File: config.mk
export PLATFORM = sky130hd
export DESIGN_NAME = sa_ram_rwsp_be_param
export DESIGN_NICKNAME = d
export VERILOG_FILES = /design/src/rtl/sa_ram_pkg.sv /design/src/rtl/sa_ram_init_seq.sv /design/src/rtl/sa_ram_rwsp_be_param.sv
export SDC_FILE = /design/constraint.sdc
export NUM_CORES = 2
export LEC_CHECK = 0
export ABC_CLOCK_PERIOD_IN_PS = 2600
export BUFFER_PORTS_ARGS = -buffer_cell sky130_fd_sc_hd__buf_4
export CAP_MARGIN = 20
export CORE_AREA = 4 4 585 587
export CTS_BUF_LIST = sky130_fd_sc_hd__clkbuf_8
export DETAILED_ROUTE_END_ITERATION = 8
export DIE_AREA = 0 0 589 591
export GPL_ROUTABILITY_DRIVEN = 0
export GPL_TIMING_DRIVEN = 1
export PLACE_DENSITY = 0.71
export SYNTH_ARGS = -nofsm -noshare
export SYNTH_HDL_FRONTEND = slang
export SYNTH_HIERARCHICAL = 1
export SYNTH_SLANG_ARGS = --single-unit
File: constraint.sdc
create_clock -name clk -period 2.6 [get_ports clk]
set_clock_uncertainty 0.1 [all_clocks]
set_input_delay 0.13 -clock clk [delete_from_list [all_inputs] [get_ports clk]]
set_output_delay 0.13 -clock clk [all_outputs]
set_load 0.02 [all_outputs]
File: src/rtl/sa_ram_pkg.sv
// Shared types and helpers for the systolic-array scratchpad RAM family.
// be_merge works on a fixed maximum width; callers zero-extend and truncate.
package sa_ram_pkg;

    localparam int SA_RAM_PD_W   = 32;
    localparam int SA_RAM_MAX_W  = 4096;
    localparam int SA_RAM_MAX_BE = SA_RAM_MAX_W / 8;

    typedef enum logic {
        ST_INIT = 1'b0,
        ST_RUN  = 1'b1
    } sa_ram_state_e;

    // Enabled lanes come from new_word, all other lanes keep old_word.
    function automatic logic [SA_RAM_MAX_W-1:0] be_merge(
        input logic [SA_RAM_MAX_W-1:0]  old_word,
        input logic [SA_RAM_MAX_W-1:0]  new_word,
        input logic [SA_RAM_MAX_BE-1:0] be
    );
        logic [SA_RAM_MAX_W-1:0] res;
        res = old_word;
        for (int i = 0; i < SA_RAM_MAX_BE; i++) begin
            if (be[i]) begin
                res[8*i +: 8] = new_word[8*i +: 8];
            end
        end
        return res;
    endfunction

endpackage

File: src/rtl/sa_ram_init_seq.sv
// INIT/RUN sequencer: after reset, optionally sweeps every address once with a
// zero write, then hands the write port back to the user.
module sa_ram_init_seq
    import sa_ram_pkg::*;
#(
    parameter int DEPTH         = 16,
    parameter int AW            = $clog2(DEPTH),
    parameter int INIT_ON_RESET = 1
) (
    input  logic          clk,
    input  logic          reset,
    output logic          init_busy,
    output logic          init_we,
    output logic [AW-1:0] init_addr,
    output sa_ram_state_e state
);

    logic [AW-1:0] cnt;

    // busy is registered alongside the state so it is a clean flop output.
    always_ff @(posedge clk) begin
        if (reset) begin
            cnt <= '0;
            if (INIT_ON_RESET != 0) begin
                state     <= ST_INIT;
                init_busy <= 1'b1;
            end else begin
                state     <= ST_RUN;
                init_busy <= 1'b0;
            end
        end else begin
            case (state)
                ST_INIT: begin
                    if (cnt == AW'(DEPTH - 1)) begin
                        state     <= ST_RUN;
                        init_busy <= 1'b0;
                        cnt       <= '0;
                    end else begin
                        cnt <= cnt + AW'(1);
                    end
                end
                ST_RUN: begin
                    init_busy <= 1'b0;
                end
                default: begin
                    state     <= ST_RUN;
                    init_busy <= 1'b0;
                end
            endcase
        end
    end

    assign init_we   = init_busy;
    assign init_addr = cnt;

endmodule

File: src/rtl/sa_ram_rwsp_be_param.sv
// Parametrised 1R/1W scratchpad: byte-lane writes, two-stage registered read
// (address on re, data on ore), optional write bypass and zero-init sweep.
module sa_ram_rwsp_be_param
    import sa_ram_pkg::*;
#(
    parameter int DEPTH         = 16,
    parameter int WIDTH         = 256,
    parameter int AW            = $clog2(DEPTH),
    parameter int NBE           = WIDTH / 8,
    parameter int BYPASS        = 0,
    parameter int INIT_ON_RESET = 1
) (
    input  logic                   clk,
    input  logic                   reset,
    input  logic [AW-1:0]          ra,
    input  logic                   re,
    input  logic                   ore,
    output logic [WIDTH-1:0]       dout,
    output logic                   dout_vld,
    input  logic [AW-1:0]          wa,
    input  logic                   we,
    input  logic [NBE-1:0]         wbe,
    input  logic [WIDTH-1:0]       di,
    output logic                   init_busy,
    input  logic [SA_RAM_PD_W-1:0] pwrbus_ram_pd
);

    logic [WIDTH-1:0] mem [DEPTH];

    logic             init_we;
    logic [AW-1:0]    init_addr;
    sa_ram_state_e    unused_seq_state;
    logic             unused_pd;

    logic             wr_en;
    logic [AW-1:0]    wr_addr;
    logic [NBE-1:0]   wr_be;
    logic [WIDTH-1:0] wr_data;
    logic             wr_in_range;

    logic [AW-1:0]    ra_d;
    logic             vld1;
    logic [WIDTH-1:0] rd_word;
    logic             bypass_hit;
    logic [WIDTH-1:0] stage2_word;

    assign unused_pd = ^pwrbus_ram_pd;

    sa_ram_init_seq #(
        .DEPTH         (DEPTH),
        .AW            (AW),
        .INIT_ON_RESET (INIT_ON_RESET)
    ) u_init_seq (
        .clk       (clk),
        .reset     (reset),
        .init_busy (init_busy),
        .init_we   (init_we),
        .init_addr (init_addr),
        .state     (unused_seq_state)
    );

    // The sweep owns the write port outright; user writes are dropped meanwhile.
    always_comb begin
        wr_en   = we;
        wr_addr = wa;
        wr_be   = wbe;
        wr_data = di;
        if (init_busy) begin
            wr_en   = init_we;
            wr_addr = init_addr;
            wr_be   = '1;
            wr_data = '0;
        end
    end

    assign wr_in_range = (int'(wr_addr) < DEPTH);

    always_ff @(posedge clk) begin
        if (wr_en && wr_in_range) begin
            for (int i = 0; i < NBE; i++) begin
                if (wr_be[i]) begin
                    mem[wr_addr][8*i +: 8] <= wr_data[8*i +: 8];
                end
            end
        end
    end

    always_comb begin
        rd_word = '0;
        if (int'(ra_d) < DEPTH) begin
            rd_word = mem[ra_d];
        end
    end

    assign bypass_hit = (BYPASS != 0) && we && !init_busy &&
                        (wa == ra_d) && (int'(wa) < DEPTH);

    always_comb begin
        stage2_word = rd_word;
        if (bypass_hit) begin
            stage2_word = WIDTH'(be_merge(SA_RAM_MAX_W'(rd_word),
                                          SA_RAM_MAX_W'(di),
                                          SA_RAM_MAX_BE'(wbe)));
        end
    end

    // Stage 1: address register; vld1 is sticky once any read has been issued.
    always_ff @(posedge clk) begin
        if (reset) begin
            ra_d <= '0;
            vld1 <= 1'b0;
        end else if (!init_busy && re) begin
            ra_d <= ra;
            vld1 <= 1'b1;
        end
    end

    // Stage 2: output register samples the pre-edge array contents.
    always_ff @(posedge clk) begin
        if (reset) begin
            dout     <= '0;
            dout_vld <= 1'b0;
        end else if (!init_busy && ore) begin
            dout     <= stage2_word;
            dout_vld <= vld1;
        end
    end

endmodule
**Word-level counts from Yosys, hierarchy flattened**

Memory sizes are Yosys's and may differ from the RTL's. A register that Yosys moved wholly into a read port is not among the register bits.
Index checks and enable logic that the tools add are counted.

- Output and inout port bits: 258
- Memories kept: 1
- Flip-flop bits (word level): 12
- Bits in writable memories: 4096

Memory list:

| name | depth | bits a word | rd ports | clocked after Yosys merged registers in | wr ports | line | text |
|---|---|---|---|---|---|---|---|
| mem | 16 | 256 | 1 | 1 | 1 | sa_ram_rwsp_be_param.sv:28 | `logic [WIDTH-1:0] mem [DEPTH];` |

- Mux-type cells: 105
- $add $sub $neg: 1
- Reduce and logical (&&, ||, !) cells: 3
- Eq/ne operators: 2
- Bitwise operators: 1

Operators with widths:

| operator | count |
|---|---|
| $mux W256 | 1 |
| $mux W1 | 100 |
| $mux W32 | 1 |
| $mux W4 | 2 |
| $add A4 B1 Y4 const B | 1 |
| $eq A4 B4 Y1 const B | 1 |
| $logic_and A1 B1 Y1 | 2 |
| $ne A2 B1 Y1 const B | 1 |
| $pmux W1 S2 | 1 |
| $logic_not A1 Y1 | 1 |
| $not A1 Y1 | 1 |

**Logic depth before layout (Yosys ltp)**

- Depth in word-level cells: 4
- Gate-level depth with buffers: 9
- Gate-level depth less buffers: 4

**Cells and area by module**

Netlist, hierarchy kept.

Modules (own cells, without submodules):

| module | cells each | sequential area each (um2) | area each (um2) | instances |
|---|---|---|---|---|
| sa_ram_rwsp_be_param | 8025 | 128243.0 | 167615.8 | 1 |
| sa_ram_init_seq | 24 | 120.1 | 237.7 | 1 |

**Least setup slack after synthesis**

OpenSTA, ideal clock, no wires.

- Path type: flip-flop to flip-flop
- From: reg u_init_seq.init_busy
- To: mem mem[15][0], enable pin
- Period minus slack after synthesis: 2484 ps
- Data required time: 2130 ps
- Setup time: 370 ps
- Slack: 116 ps
- Arrival: 2014 ps
- Stages on the path, launching flop included: 8
- Path buffers: 3
- Path through: dfxtp_1 -> buf_2 -> buf_2 -> nand2_1 -> o32ai_1 -> nand2_1 -> clkbuf_1 -> nor2_1

- Word-level cells in the longest chain between the ends: 4

RTL lines:

| item | line | text |
|---|---|---|
| from (decl) | sa_ram_init_seq.sv:12 | `output logic init_busy,` |
| from (signal assigned) | sa_ram_init_seq.sv:26 | `init_busy <= 1'b1;` |
| from (signal assigned) | sa_ram_init_seq.sv:29 | `init_busy <= 1'b0;` |
| from (signal assigned) | sa_ram_init_seq.sv:36 | `init_busy <= 1'b0;` |
| $mux W32 | sa_ram_rwsp_be_param.sv:68 | `if (init_busy) begin` |
| $mux W1 | sa_ram_rwsp_be_param.sv:81 | `if (wr_be[i]) begin` |
| $mux W1 | sa_ram_rwsp_be_param.sv:79 | `if (wr_en && wr_in_range) begin` |
| $mux W1 (not written as such) | sa_ram_rwsp_be_param.sv:82 | `mem[wr_addr][8*i +: 8] <= wr_data[8*i +: 8];` |
| to (decl) | sa_ram_rwsp_be_param.sv:28 |  |

Parallel ways exist; a longest one is shown, timed or not.

**Worst setup path after layout**

- From: reg u_init_seq.init_busy
- To: mem mem[6][106], enable pin

Same word-level chain as after synthesis.

==> results.py <==
metrics = {
    "logic_synthesis": {
        "synthTopCellsByArea": "edfxtp_1 73%, mux4_2 12%, mux2i_1 3.5%",
        "synth_cells": 8049,
        "synth_area_leader_cell": "edfxtp_1",
        "synth_common_cells": "4096 x edfxtp_1, 862 x mux4_2, 584 x mux2i_1",
        "synthArstFlopShare": 0,
        "yosysTopAreaCellShare": 0.7328,
        "synth.most_common_cell": "edfxtp_1",
        "yosysUniqueCellTypes": 38,
        "synth.avg_cell_area_sq_um": 20.85,
        "ys_seq_elements": 4364,
        "yosysSeqAreaShare": 0.7647,
        "synth_fp_nets": 8383,
        "synth_edf_count": 4096,
        "syn_area_sq_um": 167900,
        "yosysWarnings": 6,
        "synth_flop_cell": "edfxtp_1",
    },
    "global_routing": {
        "grt_pass1_vias": 92190,
        "grt_max_degree": 79,
        "grt.overflow.total": 0,
        "grt_usage": 0.2420,
        "grt-busiest-layer": "met2",
        "met1_usage": 0.3214,
        "antenna_found_initial": 24,
        "grt_use_met3": 0.04441,
        "grt_util_met2": 0.4023,
        "grt_pass1_wl_um": 620400,
    },
    "placed_design": {
        "dpl.hpwl_um": 273300,
        "io_buffers": 558,
        "dp_cells": 13540,
        "pre_cts_slack_ps": -42.20,
        "placedInstanceArea_sq_um": 183700,
    },
    "power_and_ir_drop": {
        "clockPowerShare": 0.401,
        "p_comb_frac": 0.033,
        "switchingPower_mw": 29.73,
        "p_leak_nw": 68.95,
        "power.density_nw_per_um2": 673.7,
        "ir_drop_mv": 0.5305,
        "seq_power_share": 0.566,
        "power.internal_mw": 107.5,
        "p_sw_frac": 0.2166,
    },
    "timing": {
        "fin_crit_sh": 0.9895,
        "fmax_ghz": 0.3887,
        "slew_headroom": 0.2093,
        "layout_setup_ws_ps": 27.41,
        "setup_viol": 0,
        "tightestPinTransition_ps": 1184,
        "rsz0062_at_grt": "true",
        "fin_hold_ws_ps": 72.77,
        "fin_crit_ps": 2573,
        "hold_viol_final": 0,
        "maxSlewViolCount": 0,
    },
    "finish": {
        "fin_util": 0.6059,
        "final_nets": 10720,
        "final_area_sq_um": 203800,
        "layout-drive-gt1-share": 0.3461,
        "final_cells": 15500,
        "syn2layout_area_growth_pct": 21.40,
    },
    "route": {
        "vias": 89050,
        "wire_per_inst_um": 27.65,
        "ant_nets": 1,
        "drc_errors": 0,
        "viasPerCell": 5.746,
        "drt-initial-drc-count": 9742,
        "routed_wl_um": 428400,
        "drt_pre_antenna_iters": 6,
    },
    "critical_path": {
        "critPathCaptureType": "register",
        "critPathLaunchType": "register",
        "path_class": "reg2reg",
        "critPathRequiredTime_ps": 3390,
        "worstPathMaxFanout": 12,
        "cp_data_arrival_time_ps": 3370,
    },
    "die": {
        "core_sq_um": 336300,
        "start_util": 0.4991,
        "rows": 213,
        "die-width_um": 589,
        "die_area_sq_um": 348100,
        "num_io_pins": 591,
        "die_h_um": 591,
    },
    "clock_tree": {
        "h-tree-depth": 6,
        "cts_buffer_depth": 4,
        "path_clk_slew_ps": 70,
        "insertion_delay_ps": 1230,
        "tritoncts": "yes",
        "cts.sinks": 4364,
        "root_buffer": "clkbuf_8",
        "numCtsBuffers": 675,
    },
    "outcome": {
        "violations": "antenna rules",
        "outcome": "complete, but fails checks",
    },
    "flow_run": {
        "cap_viol_max_count": 0,
    },
    "worst_hold_path": {
        "hp-class": "in2reg",
    },
}
==> metal layers <==
layer | vias to the layer above | wire (um)
met5 | - | 50
met4 | 8 | 15940
met3 | 790 | 37040
met2 | 4126 | 213100
met1 | 46240 | 162300
li1 | 37890 | -
==> metrics by stage <==
| stage | total power [mW] | setup TNS [ps] |
|---|---|---|
| finish | 137.3 | 0 |
| global route | 142.1 | -268.0 |
| CTS | 138.3 | -180.4 |
| detailed placement | 83.05 | -125.5 |
| global placement | 82.86 | -353.1 |
| floorplan | 80.86 | 0 |
==> sequential cells by signal (all words and copies together), names as in the netlist <==
signal / cells
mem: 4096
dout: 256
ra_d: 4
vld1: 1
u_init_seq/state: 1
u_init_seq/init_busy: 1
dout_vld: 1
u_init_seq/init_addr: 4
==> critical path, stage by stage (launching register included) <==
cell and delay, ps:
dfxtp_4 390, buf_4 200, o32ai_1 330, buf_4 240, nand2_4 90, buf_4 190, buf_4 250, nor2_1 200
buf_4 220
==> layout by cell type (no fill, tap or decap), types with 175 or more instances in the layout <==
cell and instances:
mux4_2 862, clkbuf_8 729, mux2_2 175, nor2b_1 259, dfxtp_1 264, dlygate4sd3_1 575
nor2_1 461, inv_1 266, o21ai_1 255, edfxtp_1 4096, buf_4 1456, mux2i_1 584
==> power by group through the flow <==
stage / clock, mW / sequential, mW / combinational, mW
3_3_place_gp: 0 / 79.1 / 3.78
2_1_floorplan: 0 / 79.0 / 1.81
5_1_grt: 59.5 / 77.8 / 4.80
6_report: 55.0 / 77.7 / 4.55
4_1_cts: 56.1 / 77.7 / 4.54
3_5_place_dp: 0 / 79.2 / 3.85
==> area by class of cell <==
class,count,area (sq um)
Sequential cell,4364,128400
Tap cell,4515,5649
Clock inverter,526,3094
Antenna cell,21,52.55
Multi-Input combinational cell,3162,37170
Timing Repair Buffer,2175,19390
Fill cell,23400,132600
Inverter,6,22.52
Clock buffer,728,10020
==> path summary, 6_finish.rpt <==
kind                   startpoint           to  slack, ps  depth (start not counted)
max          u_init_seq/init_busy  mem[6][106]         30                          8
min                        wbe[3]  mem[13][31]         70                          5
max reg2reg  u_init_seq/init_busy  mem[6][106]         30                          8
min reg2reg             dout[193]    dout[193]        390                          2
==> logic make-up after synthesis <==
kind of cell	Yosys count	synth area share
XOR/XNOR	1	0.00005219
buffers and inverters	523	0.01596
flip-flops	4364	0.7647
AND/OR/NAND/NOR	818	0.02241
AO/OA/AOI/OAI	720	0.03448
adder cells (fa/ha/maj)	1	0.00007453
multiplexers	1622	0.1623
==> repair_timing <==
item	CTS	global route
resized for setup	35	40
setup endpoints to repair	22	370
setup buffers	6	4
endpoints found under the hold margin	8460	37
hold buffers	570	5
No activity file was read; power rests on OpenSTA's default activity.
